===== src/rtl/swap_sched_if.sv =====
// -----------------------------------------------------------------------------
// swap_sched_if
// Bundles the requester command inputs and the datapath/status outputs of the
// swap scheduler.
//   master : requester/bench side (drives req/op/index, observes the rest)
//   slave  : scheduler side
// Signals
//   req[1:2]          per-requester request, held until granted
//   op1, op2          0 = external load into Ra, 1 = swap Ra/Rb
//   a1,b1,a2,b2       register indices (0..2 -> R1..R3, 3 illegal)
//   gnt[1:2]          one-hot grant (combinational, IDLE only)
//   rin[1:4]          register load enables
//   rout[1:4]         register bus-drive enables
//   ext               external data drives the bus
//   busy, done, err   status; err qualifies done
// -----------------------------------------------------------------------------
interface swap_sched_if;
   logic [1:2] req;
   logic       op1;
   logic       op2;
   logic [1:0] a1;
   logic [1:0] b1;
   logic [1:0] a2;
   logic [1:0] b2;
   logic [1:2] gnt;
   logic [1:4] rin;
   logic [1:4] rout;
   logic       ext;
   logic       busy;
   logic       done;
   logic       err;

   modport master (
      output req, op1, op2, a1, b1, a2, b2,
      input  gnt, rin, rout, ext, busy, done, err
   );

   modport slave (
      input  req, op1, op2, a1, b1, a2, b2,
      output gnt, rin, rout, ext, busy, done, err
   );
endinterface


===== src/rtl/swap_sched.sv =====
// -----------------------------------------------------------------------------
// swap_sched
// Two-requester command scheduler for a shared-bus register file R1..R4.
// Accepts one command at a time (round-robin between requesters) and
// sequences the bus enables for either an external load into Ra or a
// three-step swap of Ra/Rb through scratch register R4.
// Ports
//   clk  : single clock, rising edge
//   rst  : synchronous active-high reset
//   bus  : swap_sched_if.slave (requests/commands in, enables/status out)
// All outputs except gnt are registered and change only with the state.
// -----------------------------------------------------------------------------
module swap_sched (
   input  logic         clk,
   input  logic         rst,
   swap_sched_if.slave  bus
);

   typedef enum logic [2:0] {
      IDLE = 3'd0,
      LOAD = 3'd1,
      T1   = 3'd2,
      T2   = 3'd3,
      T3   = 3'd4,
      FIN  = 3'd5
   } state_t;

   state_t     state_r;
   logic       pref2_r;      // 1: requester 2 wins a tie next time
   logic [1:0] a_r;
   logic [1:0] b_r;
   logic [1:4] rin_r;
   logic [1:4] rout_r;
   logic       ext_r;
   logic       busy_r;
   logic       done_r;
   logic       err_r;

   logic       sel2_s;
   logic [1:2] gnt_s;
   logic       sel_op_s;
   logic [1:0] sel_a_s;
   logic [1:0] sel_b_s;
   logic       illegal_s;

   // Register index 0..2 to one-hot enable for R1..R3; 3 maps to nothing.
   function automatic logic [1:4] reg_sel(input logic [1:0] idx);
      logic [1:4] v;
      case (idx)
         2'd0:    v = 4'b1000;
         2'd1:    v = 4'b0100;
         2'd2:    v = 4'b0010;
         default: v = 4'b0000;
      endcase
      return v;
   endfunction

   // Round-robin pick and the Mealy grant, gated to IDLE and out of reset.
   always_comb begin
      sel2_s = bus.req[2] && (!bus.req[1] || pref2_r);
      if ((state_r == IDLE) && !rst) begin
         gnt_s = {bus.req[1] && !sel2_s, sel2_s};
      end else begin
         gnt_s = 2'b00;
      end
   end

   // Command of the requester being granted; only meaningful when gnt_s != 0.
   always_comb begin
      if (sel2_s) begin
         sel_op_s = bus.op2;
         sel_a_s  = bus.a2;
         sel_b_s  = bus.b2;
      end else begin
         sel_op_s = bus.op1;
         sel_a_s  = bus.a1;
         sel_b_s  = bus.b1;
      end
      // B is only looked at for swaps.
      illegal_s = (sel_a_s == 2'd3) || (sel_op_s && (sel_b_s == 2'd3));
   end

   // Scheduler FSM; outputs are registered alongside the state they belong to.
   always_ff @(posedge clk) begin
      if (rst) begin
         state_r <= IDLE;
         pref2_r <= 1'b0;
         a_r     <= 2'd0;
         b_r     <= 2'd0;
         rin_r   <= 4'b0000;
         rout_r  <= 4'b0000;
         ext_r   <= 1'b0;
         busy_r  <= 1'b0;
         done_r  <= 1'b0;
         err_r   <= 1'b0;
      end else begin
         case (state_r)
            IDLE: begin
               if (gnt_s != 2'b00) begin
                  // Pointer moves only on a grant: favour the other requester.
                  pref2_r <= gnt_s[1];
                  a_r     <= sel_a_s;
                  b_r     <= sel_b_s;
                  busy_r  <= 1'b1;
                  if (illegal_s) begin
                     state_r <= FIN;
                     done_r  <= 1'b1;
                     err_r   <= 1'b1;
                  end else if (!sel_op_s) begin
                     state_r <= LOAD;
                     ext_r   <= 1'b1;
                     rin_r   <= reg_sel(sel_a_s);
                  end else if (sel_a_s == sel_b_s) begin
                     // Swapping a register with itself is a no-op.
                     state_r <= FIN;
                     done_r  <= 1'b1;
                     err_r   <= 1'b0;
                  end else begin
                     state_r <= T1;
                     rout_r  <= reg_sel(sel_a_s);
                     rin_r   <= 4'b0001;
                  end
               end else begin
                  state_r <= IDLE;
                  rin_r   <= 4'b0000;
                  rout_r  <= 4'b0000;
                  ext_r   <= 1'b0;
                  busy_r  <= 1'b0;
                  done_r  <= 1'b0;
                  err_r   <= 1'b0;
               end
            end
            LOAD: begin
               state_r <= FIN;
               ext_r   <= 1'b0;
               rin_r   <= 4'b0000;
               done_r  <= 1'b1;
               err_r   <= 1'b0;
            end
            T1: begin
               // Ra <- Rb
               state_r <= T2;
               rout_r  <= reg_sel(b_r);
               rin_r   <= reg_sel(a_r);
            end
            T2: begin
               // Rb <- R4 (old Ra)
               state_r <= T3;
               rout_r  <= 4'b0001;
               rin_r   <= reg_sel(b_r);
            end
            T3: begin
               state_r <= FIN;
               rout_r  <= 4'b0000;
               rin_r   <= 4'b0000;
               done_r  <= 1'b1;
               err_r   <= 1'b0;
            end
            FIN: begin
               state_r <= IDLE;
               busy_r  <= 1'b0;
               done_r  <= 1'b0;
               err_r   <= 1'b0;
               rin_r   <= 4'b0000;
               rout_r  <= 4'b0000;
               ext_r   <= 1'b0;
            end
            default: begin
               state_r <= IDLE;
               busy_r  <= 1'b0;
               done_r  <= 1'b0;
               err_r   <= 1'b0;
               rin_r   <= 4'b0000;
               rout_r  <= 4'b0000;
               ext_r   <= 1'b0;
            end
         endcase
      end
   end

   assign bus.gnt  = gnt_s;
   assign bus.rin  = rin_r;
   assign bus.rout = rout_r;
   assign bus.ext  = ext_r;
   assign bus.busy = busy_r;
   assign bus.done = done_r;
   assign bus.err  = err_r;

endmodule


===== src/flat_wrapper.sv =====
// flat-port wrapper written by rule: the top's interface ports become plain ports
module swap_sched_flat 
  (clk, rst, bus_req, bus_op1, bus_op2, bus_a1, bus_b1, bus_a2, bus_b2, bus_gnt, bus_rin, bus_rout, bus_ext, bus_busy, bus_done, bus_err);
  swap_sched_if bus_i ();
  input  logic clk;
  input  logic rst;
  input wire logic [$bits(bus_i.req)-1:0] bus_req;
  input wire logic [$bits(bus_i.op1)-1:0] bus_op1;
  input wire logic [$bits(bus_i.op2)-1:0] bus_op2;
  input wire logic [$bits(bus_i.a1)-1:0] bus_a1;
  input wire logic [$bits(bus_i.b1)-1:0] bus_b1;
  input wire logic [$bits(bus_i.a2)-1:0] bus_a2;
  input wire logic [$bits(bus_i.b2)-1:0] bus_b2;
  output wire logic [$bits(bus_i.gnt)-1:0] bus_gnt;
  output wire logic [$bits(bus_i.rin)-1:0] bus_rin;
  output wire logic [$bits(bus_i.rout)-1:0] bus_rout;
  output wire logic [$bits(bus_i.ext)-1:0] bus_ext;
  output wire logic [$bits(bus_i.busy)-1:0] bus_busy;
  output wire logic [$bits(bus_i.done)-1:0] bus_done;
  output wire logic [$bits(bus_i.err)-1:0] bus_err;
  assign bus_i.req = bus_req;
  assign bus_i.op1 = bus_op1;
  assign bus_i.op2 = bus_op2;
  assign bus_i.a1 = bus_a1;
  assign bus_i.b1 = bus_b1;
  assign bus_i.a2 = bus_a2;
  assign bus_i.b2 = bus_b2;
  assign bus_gnt = bus_i.gnt;
  assign bus_rin = bus_i.rin;
  assign bus_rout = bus_i.rout;
  assign bus_ext = bus_i.ext;
  assign bus_busy = bus_i.busy;
  assign bus_done = bus_i.done;
  assign bus_err = bus_i.err;
  swap_sched u_core (.clk(clk), .rst(rst), .bus(bus_i));
endmodule

===== config.mk =====
export PLATFORM = sky130hd
export DESIGN_NAME = swap_sched_flat
export DESIGN_NICKNAME = d
export VERILOG_FILES = /design/src/rtl/swap_sched_if.sv /design/src/rtl/swap_sched.sv /design/src/flat_wrapper.sv
export SDC_FILE = /design/constraint.sdc
export NUM_CORES = 1
export LEC_CHECK = 0
export ABC_AREA = 1
export CAP_MARGIN = 20
export CORE_ASPECT_RATIO = 1.75
export CORE_MARGIN = 1.5
export CORE_UTILIZATION = 30
export DETAILED_ROUTE_END_ITERATION = 8
export PLACE_DENSITY = 0.57
export SLEW_MARGIN = 30
export SYNTH_ARGS = -nofsm -noshare
export SYNTH_HDL_FRONTEND = slang
export SYNTH_SLANG_ARGS = --single-unit
export TNS_END_PERCENT = 1

===== constraint.sdc =====
create_clock -name clk -period 1.64 [get_ports clk]
set_input_delay 0.328 -clock clk [delete_from_list [all_inputs] [get_ports clk]]
set_output_delay 0.328 -clock clk [all_outputs]
set_load 0.1 [all_outputs]

==> metrics <==
switching pwr 1.41 mW; Core ar. 3870 µm²; Final Max Tran Viols 0; Syn Inst Count 190; Adder-Cell Fraction of Synth Area 0; status finished with violations; final hold slack 495 ps; Peak Freq 0.580 GHz; ant diodes 0; most frequent cell after synthesis nand2_1; period utilization 1.05; mean routed wirelength per cell 10.5 µm; area share of the largest cell type after synthesis 0.329; area of the multi-input gates 788 µm²; Initial Util 0.315; failing checks negative setup slack; worst vdd ir 0.000695 V; gpl congestion 0.838; simple-gate share of the synthesized area 0.469; synthesized area 1220 µm²; fin worst setup slack -84.5 ps; gr usage total 0.153; CP required 1310 ps; XOR/XNOR Fraction of Synth Area 0; worst-case clock buffer depth 2; Clock Sink Count 20; Slew HR 0.720; CTS Root Cell clkbuf_8; FF/Latch Area 407 µm²; flops & latches, synth 20; P&R area growth vs syn 74.5%; critical path type reg2out; DIE AREA 4460 µm²; CP Data Arrival Time 1400 ps; layout cell share with drive strength beyond 1 0.387; final hold viol count 0; IO buf count 27; share of synthesized registers carrying an async set or reset 0; DRC 0; Synth Area per Inst 6.41 µm²; DR pass1 iterations 4; vias in the first global route 1,259; Compound-Gate Fraction of Synth Area 0.109; post-DP HPWL 2640 µm; Primary FF master, synth dfxtp_1; synth unique cells 27; crit path launch type flop; P_int 1.62 mW; Die Wd 51.2 µm; worst-margin pin slew 417 ps; routed vias/inst 4.56; Fillers 368; Worst-Skew Late Latency 250 ps; H-tree Lvls 1; leak pwr 1.01 nW; CP Capture Type primary output; syn_nets 204; post-synthesis mux area share 0; Switching Fraction 0.465; Comb power frac 0.637; antenna violations before repair 0; unrepaired setup endpoints after global routing yes; CTS tree done; # nets final 271; main area contributors after synthesis dfxtp_1 33%, nand2_1 15%, nor2_1 8.6%; Final min period 1720 ps; largest net degree at the start of global routing 12; via count 1,387; Worst Path Max Fanout 2; hold buffers post-CTS 0; I/O pins 28; largest area contributor in the netlist dfxtp_1; sequential cell area fraction in the yosys report 0.329; first-pass GRT wire length 5230 µm; Rows 30; GR Overflow Total 0; Worst Hold Class reg2reg; Routed WL 3200 µm; clock power share 0.122; Iteration-0 DRC Markers 18; Clock transition at path regs 70 ps; post-route ant nets 0; Ys Warns 0; Pwr Density 1420 nW/µm²; Cell Area, Placed 1920 µm²; top post-synthesis cells by count 50 x nand2_1, 28 x nor2_1, 20 x dfxtp_1; clk_skew 3.28 ps; fin area 2120 µm²; CTS buffer count 3; max cap viols 0; # setup viols final 1; number of synthesized flops with an enable pin 0; largest family of logic cells by synthesized area simple AND/OR/NAND/NOR gates; register share of total power 0.241; Die H 87.3 µm
-- cells in the final DEF, fill, tap and decap left out, drive strengths merged --
| cell type | instances |
|---|---|
| nand2 | 59 |
| buf | 53 |
| nor2 | 31 |
| inv | 22 |
| dfxtp | 20 |
| a21oi | 16 |
| nand3 | 13 |
| clkdlybuf4s50 | 10 |
| nor3 | 8 |
| nand3b | 4 |
| clkbuf | 4 |
| o21ai | 4 |
| nand4 | 2 |
| dlygate4sd2 | 2 |
| nor3b | 2 |
| o22ai | 1 |
| clkinv | 1 |
| o31ai | 1 |
| a31oi | 1 |
| o32ai | 1 |
| dlymetal6s2s | 1 |
-- worst paths after layout --
kind / from / to / slack (ps) / depth (start not counted)
hold reg to reg: u_core.bus.rin[4]$_SDFFE_PP0P_ / u_core.bus.rin[4]$_SDFFE_PP0P_ / 490 / 2
setup / recovery: u_core.state_r[1]$_SDFF_PP0_ / bus_gnt[1] / -80 / 6
hold / removal: u_core.bus.rin[4]$_SDFFE_PP0P_ / u_core.bus.rin[4]$_SDFFE_PP0P_ / 490 / 2
setup reg to reg: u_core.pref2_r$_SDFFE_PP0P_ / u_core.bus.rin[2]$_SDFFE_PP0P_ / 20 / 12
-- layer usage --
metal	wire length [µm]	global-route usage
met4	99	0.0934
met5	0	0
met1	1190	0.154
met3	72	0.00515
met2	1830	0.296
-- layout make-up --
type                            instances  area share
Clock buffer                            4      0.0259
Timing Repair Buffer                   66       0.343
Sequential cell                        20       0.191
Multi-Input combinational cell        143       0.371
Inverter                               23      0.0406
Tap cell                               48      0.0283
-- worst max-delay path: stages, from the launching register on --
cell and delay, ps:
dfxtp_4 350, nor2_4 110, nand2_2 80, nor2_4 100, inv_2 70, nor3_4 230
buf_12 200
-- timing repair --
action / CTS / global route
pin swaps: 5 / 6
gates resized for setup: 10 / 17
setup endpoints to repair: 16 / 17
buffers inserted: 6 / 3
-- stage by stage --
step / worst slack [ps] / total power, mW / cells / util / setup TNS (ps)
after floorplan: -245 / 1.83 / 190 / - / -403
after global placement: -371 / 2.48 / 291 / 0.496 / -6150
after detailed placement: -391 / 2.49 / 291 / 0.496 / -6470
after CTS: -110 / 2.97 / 301 / 0.528 / -202
after global routing: -174 / 3.19 / 304 / 0.550 / -1040
final: -84.5 / 3.03 / 304 / 0.550 / -84.5
-- cells by family (layout without fill, tap and decap cells) --
group	count (synthesis)	after routing
AND/OR/NAND/NOR	119	119
buffers and inverters	27	93
AO/OA/AOI/OAI	24	24
flip-flops	20	20
-- power by group through the flow --
stage / clock network [mW] / logic (mW) / registers, mW
final: 0.369 / 1.93 / 0.729
after global routing: 0.393 / 2.05 / 0.745
after CTS: 0.383 / 1.86 / 0.724
after detailed placement: 0 / 1.75 / 0.733
after global placement: 0 / 1.74 / 0.731
after floorplan: 0 / 0.621 / 1.21
-- state kept, by name, indices dropped and copies added (netlist names) --
register,count
u_core.state_r,3
u_core.b_r,2
u_core.bus.done,1
u_core.bus.err,1
u_core.pref2_r,1
u_core.bus.rin,4
u_core.bus.busy,1
u_core.bus.ext,1
u_core.bus.rout,4
u_core.a_r,2
Note: power is estimated with default switching activity, not from simulation.
